==> config.mk <==
export PLATFORM = sky130hd
export DESIGN_NAME = muldiv_unit_flat
export DESIGN_NICKNAME = d
export VERILOG_FILES = /design/src/rtl/muldiv_pkg.sv /design/src/rtl/muldiv_if.sv /design/src/rtl/muldiv_iter_core.sv /design/src/rtl/muldiv_unit.sv /design/src/flat_wrapper.sv
export SDC_FILE = /design/constraint.sdc
export NUM_CORES = 1
export LEC_CHECK = 0
export ABC_AREA = 1
export CORE_ASPECT_RATIO = 0.75
export CORE_MARGIN = 10
export CORE_UTILIZATION = 42
export CTS_CLUSTER_SIZE = 10
export DETAILED_ROUTE_END_ITERATION = 10
export HOLD_SLACK_MARGIN = 0.05
export SLEW_MARGIN = 30
export SYNTH_ARGS = -nofsm -noshare
export SYNTH_HDL_FRONTEND = slang
export SYNTH_SLANG_ARGS = --single-unit
==> constraint.sdc <==
create_clock -name clk -period 8.7 [get_ports clk]
set_clock_uncertainty 0.1 [all_clocks]
set_input_delay 0.87 -clock clk [delete_from_list [all_inputs] [get_ports clk]]
set_output_delay 0.87 -clock clk [all_outputs]
set_load 0.05 [all_outputs]
==> src/rtl/muldiv_pkg.sv <==
// Shared definitions for the RV32M multiply/divide unit.
// Contents: funct3 encodings, FSM state type, operand signedness helpers.
package muldiv_pkg;

    localparam logic [2:0] F3_MUL    = 3'b000;
    localparam logic [2:0] F3_MULH   = 3'b001;
    localparam logic [2:0] F3_MULHSU = 3'b010;
    localparam logic [2:0] F3_MULHU  = 3'b011;
    localparam logic [2:0] F3_DIV    = 3'b100;
    localparam logic [2:0] F3_DIVU   = 3'b101;
    localparam logic [2:0] F3_REM    = 3'b110;
    localparam logic [2:0] F3_REMU   = 3'b111;

    typedef enum logic [1:0] {
        IDLE,
        CALC,
        FIX,
        DONE
    } state_e;

    function automatic logic is_signed_a(input logic [2:0] f3);
        return (f3 == F3_MULH) || (f3 == F3_MULHSU) || (f3 == F3_DIV) || (f3 == F3_REM);
    endfunction

    function automatic logic is_signed_b(input logic [2:0] f3);
        return (f3 == F3_MULH) || (f3 == F3_DIV) || (f3 == F3_REM);
    endfunction

endpackage

==> src/rtl/muldiv_if.sv <==
// Request/response bundle of the multiply/divide unit.
// master: drives in_valid, funct3, a, b, out_ready; slave: drives in_ready, out_valid, result, busy.
interface muldiv_if #(
    parameter int unsigned XLEN = 32
);
    logic            in_valid;
    logic            in_ready;
    logic [2:0]      funct3;
    logic [XLEN-1:0] a;
    logic [XLEN-1:0] b;
    logic            out_valid;
    logic            out_ready;
    logic [XLEN-1:0] result;
    logic            busy;

    modport master (
        output in_valid, funct3, a, b, out_ready,
        input  in_ready, out_valid, result, busy
    );

    modport slave (
        input  in_valid, funct3, a, b, out_ready,
        output in_ready, out_valid, result, busy
    );
endinterface

==> src/rtl/muldiv_iter_core.sv <==
// Shared iterative datapath: shift-and-add multiply (LSB first) and restoring divide (MSB first).
// Ports: clk, rst (async high); load latches magnitudes and mode; step runs one iteration.
// Outputs: product {acc, lo}, quotient lo, remainder acc.
module muldiv_iter_core #(
    parameter int unsigned XLEN = 32
) (
    input  logic              clk,
    input  logic              rst,
    input  logic              load,
    input  logic              step,
    input  logic              is_div,
    input  logic [XLEN-1:0]   a_mag,
    input  logic [XLEN-1:0]   b_mag,
    output logic [2*XLEN-1:0] product,
    output logic [XLEN-1:0]   quotient,
    output logic [XLEN-1:0]   remainder
);
    // acc: product high half / partial remainder; lo: multiplier->product low / dividend->quotient
    logic [XLEN-1:0] acc_q, acc_d, lo_q, lo_d, opnd_q, opnd_d;
    logic            div_q, div_d;
    logic [XLEN:0]   add_sum, trial, sub_diff;

    always_comb begin
        acc_d    = acc_q;
        lo_d     = lo_q;
        opnd_d   = opnd_q;
        div_d    = div_q;
        add_sum  = {1'b0, acc_q} + (lo_q[0] ? {1'b0, opnd_q} : '0);
        trial    = {acc_q, lo_q[XLEN-1]};
        sub_diff = trial - {1'b0, opnd_q};
        if (load) begin
            acc_d = '0;
            div_d = is_div;
            if (is_div) begin
                lo_d   = a_mag;
                opnd_d = b_mag;
            end else begin
                lo_d   = b_mag;
                opnd_d = a_mag;
            end
        end else if (step) begin
            if (div_q) begin
                // Borrow out (MSB set) means the divisor did not fit: restore.
                acc_d = sub_diff[XLEN] ? trial[XLEN-1:0] : sub_diff[XLEN-1:0];
                lo_d  = {lo_q[XLEN-2:0], ~sub_diff[XLEN]};
            end else begin
                // Shift {carry, acc+addend, lo} right by one.
                {acc_d, lo_d} = {add_sum, lo_q[XLEN-1:1]};
            end
        end
    end

    always_ff @(posedge clk or posedge rst) begin
        if (rst) begin
            acc_q  <= '0;
            lo_q   <= '0;
            opnd_q <= '0;
            div_q  <= 1'b0;
        end else begin
            acc_q  <= acc_d;
            lo_q   <= lo_d;
            opnd_q <= opnd_d;
            div_q  <= div_d;
        end
    end

    assign product   = {acc_q, lo_q};
    assign quotient  = lo_q;
    assign remainder = acc_q;
endmodule

==> src/rtl/muldiv_unit.sv <==
// Iterative RV32M multiply/divide execute unit.
// Ports: clk, rst (async high), bus (muldiv_if.slave: in_valid/in_ready/funct3/a/b request,
// out_valid/out_ready/result response, busy status).
// Holds the FSM, operand sign handling, early-out special cases and the sign-fix stage.
module muldiv_unit #(
    parameter int unsigned XLEN = 32
) (
    input logic     clk,
    input logic     rst,
    muldiv_if.slave bus
);
    import muldiv_pkg::*;

    localparam int unsigned    CW      = $clog2(XLEN) + 1;
    localparam logic [XLEN-1:0] INT_MIN = {1'b1, {(XLEN-1){1'b0}}};

    state_e            state_q, state_d;
    logic [CW-1:0]     cnt_q, cnt_d;
    logic [2:0]        f3_q, f3_d;
    logic              neg_res_q, neg_res_d, neg_rem_q, neg_rem_d;
    logic [XLEN-1:0]   result_q, result_d;
    logic              out_valid_q, out_valid_d;

    logic              a_neg, b_neg, div_zero, sgn_ovf, core_load, core_step;
    logic [XLEN-1:0]   a_mag, b_mag, quotient, remainder, quo_fix, rem_fix;
    logic [2*XLEN-1:0] product, prod_fix;

    muldiv_iter_core #(
        .XLEN(XLEN)
    ) u_core (
        .clk      (clk),
        .rst      (rst),
        .load     (core_load),
        .step     (core_step),
        .is_div   (bus.funct3[2]),
        .a_mag    (a_mag),
        .b_mag    (b_mag),
        .product  (product),
        .quotient (quotient),
        .remainder(remainder)
    );

    always_comb begin
        a_neg    = is_signed_a(bus.funct3) & bus.a[XLEN-1];
        b_neg    = is_signed_b(bus.funct3) & bus.b[XLEN-1];
        a_mag    = a_neg ? -bus.a : bus.a;
        b_mag    = b_neg ? -bus.b : bus.b;
        div_zero = bus.funct3[2] && (bus.b == '0);
        sgn_ovf  = ((bus.funct3 == F3_DIV) || (bus.funct3 == F3_REM))
                   && (bus.a == INT_MIN) && (bus.b == '1);

        prod_fix = neg_res_q ? -product : product;
        quo_fix  = neg_res_q ? -quotient : quotient;
        rem_fix  = neg_rem_q ? -remainder : remainder;

        state_d     = state_q;
        cnt_d       = cnt_q;
        f3_d        = f3_q;
        neg_res_d   = neg_res_q;
        neg_rem_d   = neg_rem_q;
        result_d    = result_q;
        out_valid_d = 1'b0;
        core_load   = 1'b0;
        core_step   = 1'b0;

        unique case (state_q)
            IDLE: begin
                if (bus.in_valid) begin
                    f3_d      = bus.funct3;
                    neg_res_d = a_neg ^ b_neg;
                    neg_rem_d = a_neg;
                    if (div_zero) begin
                        // funct3[1] separates REM/REMU from DIV/DIVU
                        result_d = bus.funct3[1] ? bus.a : '1;
                        state_d  = DONE;
                    end else if (sgn_ovf) begin
                        result_d = bus.funct3[1] ? '0 : bus.a;
                        state_d  = DONE;
                    end else begin
                        core_load = 1'b1;
                        cnt_d     = CW'(XLEN - 1);
                        state_d   = CALC;
                    end
                end
            end
            CALC: begin
                core_step = 1'b1;
                if (cnt_q == '0) begin
                    state_d = FIX;
                end else begin
                    cnt_d = cnt_q - CW'(1);
                end
            end
            FIX: begin
                case (f3_q)
                    F3_MUL:                       result_d = prod_fix[XLEN-1:0];
                    F3_MULH, F3_MULHSU, F3_MULHU: result_d = prod_fix[2*XLEN-1:XLEN];
                    F3_DIV, F3_DIVU:              result_d = quo_fix;
                    default:                      result_d = rem_fix;
                endcase
                state_d = DONE;
            end
            DONE: begin
                // out_valid lags DONE entry by one edge; it drops on the handshake edge.
                if (out_valid_q && bus.out_ready) begin
                    state_d = IDLE;
                end else begin
                    out_valid_d = 1'b1;
                end
            end
            default: state_d = IDLE;
        endcase
    end

    always_ff @(posedge clk or posedge rst) begin
        if (rst) begin
            state_q     <= IDLE;
            cnt_q       <= '0;
            f3_q        <= '0;
            neg_res_q   <= 1'b0;
            neg_rem_q   <= 1'b0;
            result_q    <= '0;
            out_valid_q <= 1'b0;
        end else begin
            state_q     <= state_d;
            cnt_q       <= cnt_d;
            f3_q        <= f3_d;
            neg_res_q   <= neg_res_d;
            neg_rem_q   <= neg_rem_d;
            result_q    <= result_d;
            out_valid_q <= out_valid_d;
        end
    end

    assign bus.in_ready  = (state_q == IDLE);
    assign bus.busy      = (state_q != IDLE);
    assign bus.out_valid = out_valid_q;
    assign bus.result    = result_q;
endmodule

==> src/flat_wrapper.sv <==
// flat-port wrapper written by rule: the top's interface ports become plain ports
module muldiv_unit_flat import muldiv_pkg::*;
#(
    parameter int unsigned XLEN = 32
)
  (clk, rst, bus_in_valid, bus_funct3, bus_a, bus_b, bus_out_ready, bus_in_ready, bus_out_valid, bus_result, bus_busy);
  muldiv_if #(.XLEN(XLEN)) bus_i ();
  input logic clk;
  input logic rst;
  input wire logic [$bits(bus_i.in_valid)-1:0] bus_in_valid;
  input wire logic [$bits(bus_i.funct3)-1:0] bus_funct3;
  input wire logic [$bits(bus_i.a)-1:0] bus_a;
  input wire logic [$bits(bus_i.b)-1:0] bus_b;
  input wire logic [$bits(bus_i.out_ready)-1:0] bus_out_ready;
  output wire logic [$bits(bus_i.in_ready)-1:0] bus_in_ready;
  output wire logic [$bits(bus_i.out_valid)-1:0] bus_out_valid;
  output wire logic [$bits(bus_i.result)-1:0] bus_result;
  output wire logic [$bits(bus_i.busy)-1:0] bus_busy;
  assign bus_i.in_valid = bus_in_valid;
  assign bus_i.funct3 = bus_funct3;
  assign bus_i.a = bus_a;
  assign bus_i.b = bus_b;
  assign bus_i.out_ready = bus_out_ready;
  assign bus_in_ready = bus_i.in_ready;
  assign bus_out_valid = bus_i.out_valid;
  assign bus_result = bus_i.result;
  assign bus_busy = bus_i.busy;
  muldiv_unit #(.XLEN(XLEN)) u_core (.clk(clk), .rst(rst), .bus(bus_i));
endmodule
# Yosys cells after proc, flatten, opt, wreduce, memory -nomap -nowiden
# Cells that the tools add are included.
# totals
ff_bits	143
in_bits	71
output_inout_bits	35
word_cells	108
# op_classes
n_addsub	8
n_eq_ne	21
n_mux	40
bitwise_logic	4
reduce_logical	24
# op_table
op	n
$mux 32	19
$neg 32->32	4
$pmux 32 s3	1
$eq 32x32->1 const B	2
$mux 64	1
$neg 64->64	1
$pmux 32 s2	1
$add 32x33->33	1
$sub 33x32->33	1
$logic_not 32->1	1
$mux 6	4
$eq 3x3->1 const B	4
$pmux 6 s2	1
$mux 2	5
$eq 3x2->1 const B	3
$ne 2x2->1 const B	4
$pmux 2 s4	1
$reduce_bool 2->1	4
$mux 1	7
$eq 3x1->1 const B	2
$logic_not 6->1	1
$logic_or 1x1->1	6
$reduce_and 3->1	2
$sub 6x1->6 const B	1
14 further kinds	20

# Logic depth before layout (Yosys ltp)
# Gate-level depths: netlist of run 1.
# logic_depth
ltp_word	9
depth_mapped	19
depth_no_buf	18

# By module
# Synthesis of run 1 repeated with hierarchy kept, for this count alone.
# hier_totals
hier_cells	3555
area_unflattened_um2	19912.8
# modules_own_cells
mod	instances	cells_each	area_each_um2	seq_area_each_um2
muldiv_iter_core	1	1805	10837.9	2427.3
muldiv_unit	1	1750	9075.0	1151.1

# Least setup slack after synthesis of run 1
# No wires, ideal clock.
# synth_path
kind	register to register
start	register u_core.u_core.lo_q[0] (netlist: u_core.u_core.quotient[0])
end	register u_core.u_core.acc_q[17] (netlist: u_core.u_core.remainder[17])
setup_ns	0.117
arrival_time_ns	2.657
required_time_ns	8.483
slack_ns	5.826
path_stages_with_launch	20
path_buffers	2
period_less_slack_ns	2.874
cell_sequence	dfrtp_1 -> clkbuf_1 -> clkbuf_1 -> nand2_1 -> inv_1 -> ha_1 -> inv_1 -> fa_1 -> o21ai_0 -> nand2_1 -> nand2_1 -> nand2_1 -> nand2_1 -> nand2_1 -> nand3_1 -> nand2_1 -> nor2_1 -> nor2_1 -> nand2_1 -> nand2_1
# synth_via
elab_chain_cells	5
# synth_rtl
element	line	rtl
start, declared	muldiv_iter_core.sv:19	logic [XLEN-1:0] acc_q, acc_d, lo_q, lo_d, opnd_q, opnd_d;
start signal, assigned	muldiv_iter_core.sv:61	lo_q <= lo_d;
$mux 32	muldiv_iter_core.sv:28	add_sum = {1'b0, acc_q} + (lo_q[0] ? {1'b0, opnd_q} : '0);
$add 32x33->33	muldiv_iter_core.sv:28	
$mux 32	muldiv_iter_core.sv:42	if (div_q) begin
$mux 32	muldiv_iter_core.sv:41	end else if (step) begin
$mux 32	muldiv_iter_core.sv:31	if (load) begin
end signal, assigned	muldiv_iter_core.sv:55	acc_q <= '0;
end signal, assigned	muldiv_iter_core.sv:60	acc_q <= acc_d;
end, declared	muldiv_iter_core.sv:19	
# Every way passes these cells. The select of a mux whose other input is x is not followed.
# A chain may end at the register's enable or synchronous reset.

# Worst setup path after layout of run 1
# layout_path
start	input port bus_funct3[2]
end	register u_core.u_core.lo_q[7] (netlist: u_core.u_core.quotient[7])
# layout_via
elab_chain_cells	9
word_cells_on_any_way	24
classes_between	eq/ne: 4; mux: 8; bitwise: 2; reduce/logical: 10
# layout_rtl
element	line	rtl
start, declared	flat_wrapper.sv:11	input wire logic [$bits(bus_i.funct3)-1:0] bus_funct3;
$eq 3x3->1	muldiv_pkg.sv:22, muldiv_pkg.sv:26, muldiv_unit.sv:49	
$logic_or 1x1->1	muldiv_unit.sv:49	sgn_ovf = ((bus.funct3 == F3_DIV) || (bus.funct3 == F3_REM))
$logic_and 1x1->1 (2 in a row)	muldiv_unit.sv:50	&& (bus.a == INT_MIN) && (bus.b == '1);
$mux 1	muldiv_unit.sv:76	end else if (sgn_ovf) begin
$mux 1	muldiv_unit.sv:72	if (div_zero) begin
$mux 1	muldiv_unit.sv:68	if (bus.in_valid) begin
$mux 1	muldiv_unit.sv:66	unique case (state_q)
$mux 32 or $reduce_bool 2->1 (tied branches)	-	
# Several ways; a longest one is shown, not always the timed one.

==> results of run 1 <==
[Yosys cell counts (2+ instances only)]
cell type,number,area [um^2]
sky130_fd_sc_hd__fa_1,2,40.04
sky130_fd_sc_hd__a21o_1,2,15.01
sky130_fd_sc_hd__o22ai_1,12,75.07
sky130_fd_sc_hd__clkbuf_1,73,274.0
sky130_fd_sc_hd__or2_2,19,118.9
sky130_fd_sc_hd__a21oi_1,121,605.6
sky130_fd_sc_hd__ha_1,75,938.4
sky130_fd_sc_hd__clkinv_1,3,11.26
sky130_fd_sc_hd__nand2_1,1267,4756
sky130_fd_sc_hd__inv_1,431,1618
sky130_fd_sc_hd__buf_1,10,37.54
sky130_fd_sc_hd__dfrtp_1,143,3578
sky130_fd_sc_hd__nor2_4,2,22.52
sky130_fd_sc_hd__o21ai_0,199,996.0
sky130_fd_sc_hd__nand3_2,13,130.1
sky130_fd_sc_hd__nand4_1,39,244.0
sky130_fd_sc_hd__nor2_2,13,81.33
sky130_fd_sc_hd__a31oi_1,32,200.2
sky130_fd_sc_hd__o21a_1,4,30.03
sky130_fd_sc_hd__nand2_2,4,25.02
sky130_fd_sc_hd__nand2_4,2,22.52
sky130_fd_sc_hd__and3_1,3,18.77
sky130_fd_sc_hd__nor2_1,420,1577
sky130_fd_sc_hd__o21ai_1,11,55.05
sky130_fd_sc_hd__nor3_1,38,190.2
sky130_fd_sc_hd__inv_2,5,18.77
sky130_fd_sc_hd__xor2_1,44,385.4
sky130_fd_sc_hd__buf_2,27,135.1
sky130_fd_sc_hd__xnor2_1,13,113.9
sky130_fd_sc_hd__nand3b_1,9,67.56
sky130_fd_sc_hd__clkinv_2,2,10.01
sky130_fd_sc_hd__o21bai_1,5,37.54
sky130_fd_sc_hd__nand3_1,397,1987
sky130_fd_sc_hd__buf_4,11,82.58
sky130_fd_sc_hd__buf_6,3,33.78
sky130_fd_sc_hd__o211ai_1,20,150.1
[flip-flops by register name, indices dropped and copies added (netlist names)]
name,count
u_core.bus.out_valid,1
u_core.u_core.remainder,32
u_core.cnt_q,6
u_core.bus.result,32
u_core.state_q,2
u_core.neg_res_q,1
u_core.u_core.quotient,32
u_core.neg_rem_q,1
u_core.u_core.opnd_q,32
u_core.u_core.div_q,1
u_core.f3_q,3
[worst paths after layout]
path	slack [ps]	cells past startpoint	endpoint
max in group asynchronous	6450	3	u_core.u_core.remainder[27]
worst max register to register	4610	19	u_core.u_core.remainder[7]
worst min register to register	380	2	u_core.bus.result[14]
worst max-delay path	4320	14	u_core.u_core.quotient[7]
min in group asynchronous	790	2	u_core.bus.result[24]
worst min-delay path	380	2	u_core.bus.result[14]
[cells in the final DEF, fill, tap and decap left out, drive strengths merged, types with 2 or more instances in the layout]
cell	synthesis	routed
nand3b	9	9
nor2	435	435
dfrtp	143	143
ha	75	75
buf	51	16
fa	2	2
o21ai	211	211
nor3	38	38
nand3	410	410
o22ai	12	12
nand4	39	39
clkinv	5	5
o211ai	20	20
a21oi	121	121
and3	3	3
a21o	2	2
o21a	4	4
a31oi	32	32
clkinvlp	0	6
inv	436	441
nand2	1273	1273
clkdlybuf4s50	0	104
bufinv	0	3
xor2	44	44
xnor2	13	13
clkbuf	73	18
or2	20	20
o21bai	5	5
[cells by family after synthesis]
group / after synthesis
buf+inv: 565
simple gates: 2229
xor+xnor: 57
fa+ha+maj: 77
compound gates: 410
flops: 143
[critical path: stages]
cell                      delay, ps
sky130_fd_sc_hd__buf_2           80
sky130_fd_sc_hd__buf_4          490
sky130_fd_sc_hd__inv_2          560
sky130_fd_sc_hd__nor2_1         350
sky130_fd_sc_hd__o21ai_1        110
sky130_fd_sc_hd__nand2_1         90
sky130_fd_sc_hd__nand2_1        400
sky130_fd_sc_hd__inv_1          800
sky130_fd_sc_hd__o21ai_0        240
sky130_fd_sc_hd__xor2_1         290
sky130_fd_sc_hd__nand2_1         90
sky130_fd_sc_hd__nand2_1         80
sky130_fd_sc_hd__nand2_1         50
sky130_fd_sc_hd__nand3_1        120
[per-stage QoR]
step | total power [W] | setup WS, ps | area, um^2
after floorplan | 0.005273 | 3892 | 18740
after global placement | 0.007187 | 3929 | 20070
after detailed placement | 0.007252 | 3978 | 20080
after CTS | 0.008068 | 4407 | 20690
after global routing | 0.008916 | 3931 | 20700
final | 0.008332 | 4317 | 20700
[where the power goes]
group | leakage [nW] | internal [W] | switching [W]
logic | 8.58 | 0.00170 | 0.00431
clock network | 0.278 | 0.000456 | 0.000339
registers | 1.80 | 0.000959 | 0.000564
total | 10.7 | 0.00311 | 0.00522
[layer usage]
metal  wire (um)  share of wire, %  GRT usage (%)
met5           0                 0              0
met4        1911               2.1          6.661
met3       11790                13          8.225
met2       33820                38          41.93
met1       42020                47          49.47
[cell type report]
type | count | area [um^2] | area share (%)
repair buffers | 120 | 1166 | 5.634
multi-input cells | 2773 | 12950 | 62.58
clock buffers | 18 | 429.2 | 2.074
clock inverters | 14 | 181.4 | 0.8766
flip-flops and latches | 143 | 3581 | 17.30
well taps | 578 | 723.2 | 3.494
inverters | 441 | 1664 | 8.040
==> impl_summary.log, run 1 <==
[metrics] run status: complete, no violations
[metrics] clock-pin slew reported for the worst setup and hold paths after clock tree synthesis: roughly 70 ps
[metrics] deepest clock path buffer count: 2
[metrics] post-route minimum period: 4383 ps
[metrics] maximum clock rate: roughly 230 MHz
[metrics] total CTS buffers: 17
[metrics] final routed wire length divided by cell count: 21.91 um
[metrics] synthesized-area fraction occupied by adder cells: around 5.2%
[metrics] area growth from synthesis to final layout: 10.47%
[metrics] data arrival time at the worst-slack endpoint: about 4700 ps
[metrics] post-synthesis instance area: 0.01874 mm^2
[metrics] die footprint: 0.05354 mm^2
[metrics] final core occ: 47.38%
[metrics] sequential cell area fraction in the yosys report: 19.10%
[metrics] vertical die dimension: 202.9 um
[metrics] classification of the worst setup path: primary input to flip-flop
[metrics] number of buffers added on ports: 105
[metrics] detail-routed via count per cell: 5.776
[metrics] quantity of hold-fixing buffers added after cts: 0
[metrics] post-detailed-routing wire length: between 80000 and 90000 um
[metrics] post-CTS resize count: 0
[metrics] Post-CTS Setup Inserts: 0
[metrics] power density cells: 402.6 mW/mm^2
[metrics] worst-skew pair later-pin latency: approximately 450 ps
[metrics] root buffer cell: sky130_fd_sc_hd__clkbuf_16
[metrics] Detailed Place HPWL: 72310 um
[metrics] Pre-antenna DRT Iters: 6
[metrics] Worst R2R Start: u_core.u_core.quotient[31]
[metrics] global placer's final weighted congestion: 1.001
[metrics] async set or reset register ratio after synthesis: 100.0%
[metrics] antenna violations before repair: 1
[metrics] Yosys warning count: 0
[metrics] residual DRC count: 0
[metrics] worst min path class: flip-flop to flip-flop
[metrics] worst setup path start: bus_funct3[2]
[metrics] vias in the first global route: approximately 20000
[metrics] unrepaired setup endpoints after global routing: false
[metrics] fraction of the mapped netlist area in compound gates: around an eighth
[metrics] Placed Cells incl. Taps: 4055
[metrics] first-pass GRT wire length: ~130000 um
[metrics] VDD IR max: 0.0002018 V
[metrics] prevailing post-synth register cell: sky130_fd_sc_hd__dfrtp_1
[metrics] number of sinks handled by clock tree synthesis: 143
[metrics] global route total overflow: 0
[metrics] aggregate negative setup slack: 0 ps
[metrics] share of synthesized cell area in and, or, nand and nor gates: about half
[metrics] instance count of the mapped netlist: 3481
[metrics] dominant combinational cell family by area after synthesis: simple AND/OR/NAND/NOR gates
[metrics] crit end category: flip-flop
[metrics] XOR/XNOR Fraction of Synth Area: 2.665%
[metrics] Final nets: roughly 3600
[metrics] proportion of synthesized area in mux cells: 0%
[metrics] part of the cycle the worst path needs: 50.37%
[metrics] number of filler cells placed in the layout: between 4000 and 5000
[metrics] mean area per synthesized cell: between 5 and 6 um^2
[metrics] ratio of cells with drive above 1 in the final layout: 3.249%
[metrics] Final Max Tran Viols: 0
[metrics] overall global routing resource usage: a little under a third
[metrics] Leak Pwr: 10.66 nW
[metrics] number of failing setup endpoints in the final timing report: 0
[metrics] Routed Antenna Nets: 0
[metrics] drt initial violations: 3668
[metrics] CP Launch Type: primary input
[metrics] Min-Delay Startpoint: u_core.bus.result[14]
[metrics] required time reported for the critical path endpoint: ~9000 ps
[metrics] Net Count, Synth: 3629
[metrics] placeable core area: roughly 0.044 mm^2
[metrics] Yosys reg bits: 143
[metrics] Top Ports: around 110
[metrics] count of placed standard cells in the final layout, fillers left out: slightly above 4000
[metrics] number of enable flip-flop cells after synthesis: 0
[metrics] num rows: 66
[metrics] pin count of the biggest net entering global routing: 100
[metrics] Initial Util: 42.89%
[metrics] # Max-Cap Violations: 0
[metrics] CTS H-Tree Depth: 4
[metrics] chip width: 263.9 um
[metrics] Relative slew margins: a little over a third
[metrics] maximum fanout count along the critical path: 61
[metrics] Yosys cell types: between 40 and 50
[metrics] Antenna Cells: 0
[metrics] via count: around 24000
[metrics] slew at the pin closest to its max-slew limit: ~960 ps
[metrics] hold violation count in the final report: 0
[metrics] Final Hold Slack: 384.5 ps
[metrics] clock tree from TritonCTS: built
(Power assumes the default switching activity.)
==> run 2, diff against run 1 <==
==> constraint.sdc (replaced) <==
create_clock -name clk -period 4.5 [get_ports clk]
set_clock_uncertainty 0.1 [all_clocks]
set_input_delay 0.45 -clock clk [delete_from_list [all_inputs] [get_ports clk]]
set_output_delay 0.45 -clock clk [all_outputs]
set_load 0.05 [all_outputs]
==> impl_summary.log, run 2 (synthesis results as in run 1) <==
[metrics] run status: complete, no violations
[metrics] detail-routed via count per cell: 5.702 (-1.3%)
[metrics] num rows: 66 (unchanged)
[metrics] total CTS buffers: 17 (unchanged)
[metrics] Placed Cells incl. Taps: 4089 (+0.84%)
[metrics] clock tree from TritonCTS: built
[metrics] area growth from synthesis to final layout: 11.80%
[metrics] drt initial violations: 3430 (-6.5%)
[metrics] VDD IR max: 0.0003821 V (+89%)
[metrics] number of sinks handled by clock tree synthesis: 143 (unchanged)
[metrics] number of buffers added on ports: 105 (unchanged)
[metrics] Antenna Cells: 0 (unchanged)
[metrics] residual DRC count: 0 (unchanged)
[metrics] CP Launch Type: flip-flop
[metrics] Top Ports: 106 (unchanged)
[metrics] slew at the pin closest to its max-slew limit: 1047 ps (+86.27 ps)
[metrics] commonest non-fill, non-tap cell in the layout: sky130_fd_sc_hd__nand2_1
[metrics] placeable core area: 0.04368 mm^2 (unchanged)
[metrics] Initial Util: 42.89% (unchanged)
[metrics] classification of the worst setup path: flip-flop to flip-flop
[metrics] crit end category: flip-flop
[metrics] power density cells: 781.2 mW/mm^2 (+94%)
[metrics] overall global routing resource usage: 32.23% (+0.38 points)
[metrics] chip width: 263.9 um (unchanged)
[metrics] Final Max Tran Viols: 0 (unchanged)
[metrics] Routed Antenna Nets: 0 (unchanged)
[metrics] quantity of hold-fixing buffers added after cts: 0 (unchanged)
[metrics] Final nets: 3678 (+0.93%)
[metrics] worst min path class: primary input to async pin
[metrics] post-CTS resize count: 0 (unchanged)
[metrics] part of the cycle the worst path needs: 84.54%
[metrics] post-route cell area: 0.02095 mm^2 (+1.2%)
[metrics] worst-skew pair later-pin latency: 480 ps (+30 ps)
[metrics] vias in the first global route: 20490 (-0.36%)
[metrics] global route total overflow: 0 (unchanged)
[metrics] final routed wire length divided by cell count: 22.13 um (+1.0%)
[metrics] count of placed standard cells in the final layout, fillers left out: 4121 (+0.83%)
[metrics] maximum clock rate: 262.9 MHz
[metrics] Post-Place Setup Slack: 727.3 ps (-3250 ps)
[metrics] root buffer cell: sky130_fd_sc_hd__clkbuf_16
[metrics] hold violation count in the final report: 0 (unchanged)
[metrics] data arrival time at the worst-slack endpoint: 4110 ps (-550 ps)
[metrics] post-detailed-routing wire length: 91200 um (+1.9%)
[metrics] unrepaired setup endpoints after global routing: false
[metrics] die footprint: 0.05354 mm^2 (unchanged)
[metrics] Relative slew margins: 29.77% (-6.1 points)
[metrics] # Max-Cap Violations: 0 (unchanged)
[metrics] Detailed Place HPWL: 73810 um (+2.1%)
[metrics] top library cells by usage in the layout, fill and taps aside: sky130_fd_sc_hd__nand2_1 (1267), sky130_fd_sc_hd__inv_1 (428), sky130_fd_sc_hd__nor2_1 (419), sky130_fd_sc_hd__nand3_1 (397), sky130_fd_sc_hd__o21ai_0 (199)
[metrics] pin count of the biggest net entering global routing: 97 (-3.0%)
[metrics] setup ws final: 695.6 ps (-3622 ps)
[metrics] number of failing setup endpoints in the final timing report: 0 (unchanged)
[metrics] required time reported for the critical path endpoint: 4810 ps (-4160 ps)
[metrics] global placer's final weighted congestion: 1.044 (+4.3%)
[metrics] clock-pin slew reported for the worst setup and hold paths after clock tree synthesis: 80 ps (about the same)
[metrics] deepest clock path buffer count: 2 (unchanged)
[metrics] antenna violations before repair: 0 (-1)
[metrics] maximum fanout count along the critical path: 18 (-70%)
[metrics] Pre-antenna DRT Iters: 6 (unchanged)
[metrics] Post-CTS Setup Inserts: 0 (unchanged)
[metrics] vertical die dimension: 202.9 um (unchanged)
[metrics] aggregate negative setup slack: 0 ps (unchanged)
[metrics] overall power of the completed layout: 0.01636 W (+96%)
[metrics] Leak Pwr: 10.81 nW (+1.5%)
[metrics] placed cell areas: 0.02037 mm^2 (+1.4%)
[metrics] via count: 23500 (-0.46%)
[metrics] first-pass GRT wire length: 131200 um (-0.11%)
[metrics] post-route minimum period: 3804 ps
[metrics] CTS H-Tree Depth: 4 (unchanged)
[metrics] ratio of cells with drive above 1 in the final layout: 4.121% (+0.87 points)
[run 2: cell count changes in the layout (fill, tap and decap cells not counted), moves of 2 or more]
cell / before / now
sky130_fd_sc_hd__clkinv_2: 1 / 4
sky130_fd_sc_hd__buf_12: 0 / 3
sky130_fd_sc_hd__clkinv_1: 3 / 5
sky130_fd_sc_hd__buf_6: 2 / 0
sky130_fd_sc_hd__buf_4: 13 / 46
[run 2: final timing paths]
kind                                            start                           to  slack [ps]  cells past startpoint
max                        u_core.u_core.quotient[31]  u_core.u_core.remainder[18]         700                     19
min                                               rst   u_core.u_core.quotient[18]         290                      2
max reg2reg                u_core.u_core.quotient[31]  u_core.u_core.remainder[18]         700                     19
min reg2reg                      u_core.bus.result[5]         u_core.bus.result[5]         390                      2
max in group asynchronous                         rst  u_core.u_core.remainder[16]        3020                      3
min in group clk                 u_core.bus.result[5]         u_core.bus.result[5]         390                      2
[run 2: area by class of cell]
type                       instances  area (um^2)
sequential                       143         3581
inverter                         441         1663
timing repair buffer             154         1451
clock inverter                    12        133.9
tap                              578        723.2
multi-input combinational       2773        12950
fill                            4849        22740
clock buffer                      20        446.7
[run 2: per-layer routing]
| layer | share of wire [%] | GRT usage (%) | vias up |
|---|---|---|---|
| met3 | 16 | 14.84 | 118 |
| met1 | 45 | 46.87 | 10810 |
| li1 | - | - | 11170 |
| met2 | 37 | 40.93 | 1406 |
| met5 | 0 | 0 | - |
| met4 | 2.3 | 8.006 | 0 |
[run 2: per-stage QoR]
| step | util, % | hold slack (ps) |
|---|---|---|
| floorplan | - | 363.3 |
| global placement | 46.62 | 363.3 |
| detailed placement | 46.62 | 367.6 |
| CTS | 47.95 | 289.1 |
| global route | 47.95 | 317.9 |
| finish | 47.95 | 291.2 |
[run 2: power breakdown]
group          internal (W)  switching [W]
Combinational       0.00343        0.00865
Clock              0.000834       0.000665
Sequential          0.00186       0.000930
Total               0.00612         0.0102
[run 2: worst max-delay path, stage by stage, from the launching register on]
cell and delay, ps:
sky130_fd_sc_hd__dfrtp_1 440, sky130_fd_sc_hd__clkinv_1 300, sky130_fd_sc_hd__ha_1 340, sky130_fd_sc_hd__fa_1 380, sky130_fd_sc_hd__inv_1 150, sky130_fd_sc_hd__nand2_1 90, sky130_fd_sc_hd__nand2_1 100, sky130_fd_sc_hd__nand3_1 70
sky130_fd_sc_hd__nand2_1 110, sky130_fd_sc_hd__nand2_1 60, sky130_fd_sc_hd__nand2_1 120, sky130_fd_sc_hd__nand2_1 130, sky130_fd_sc_hd__nand2_1 110, sky130_fd_sc_hd__nand2_1 120, sky130_fd_sc_hd__nand2_1 400, sky130_fd_sc_hd__buf_4 350
sky130_fd_sc_hd__nand3_1 140, sky130_fd_sc_hd__nand3_1 100, sky130_fd_sc_hd__nand2_1 70, sky130_fd_sc_hd__nand2_1 50
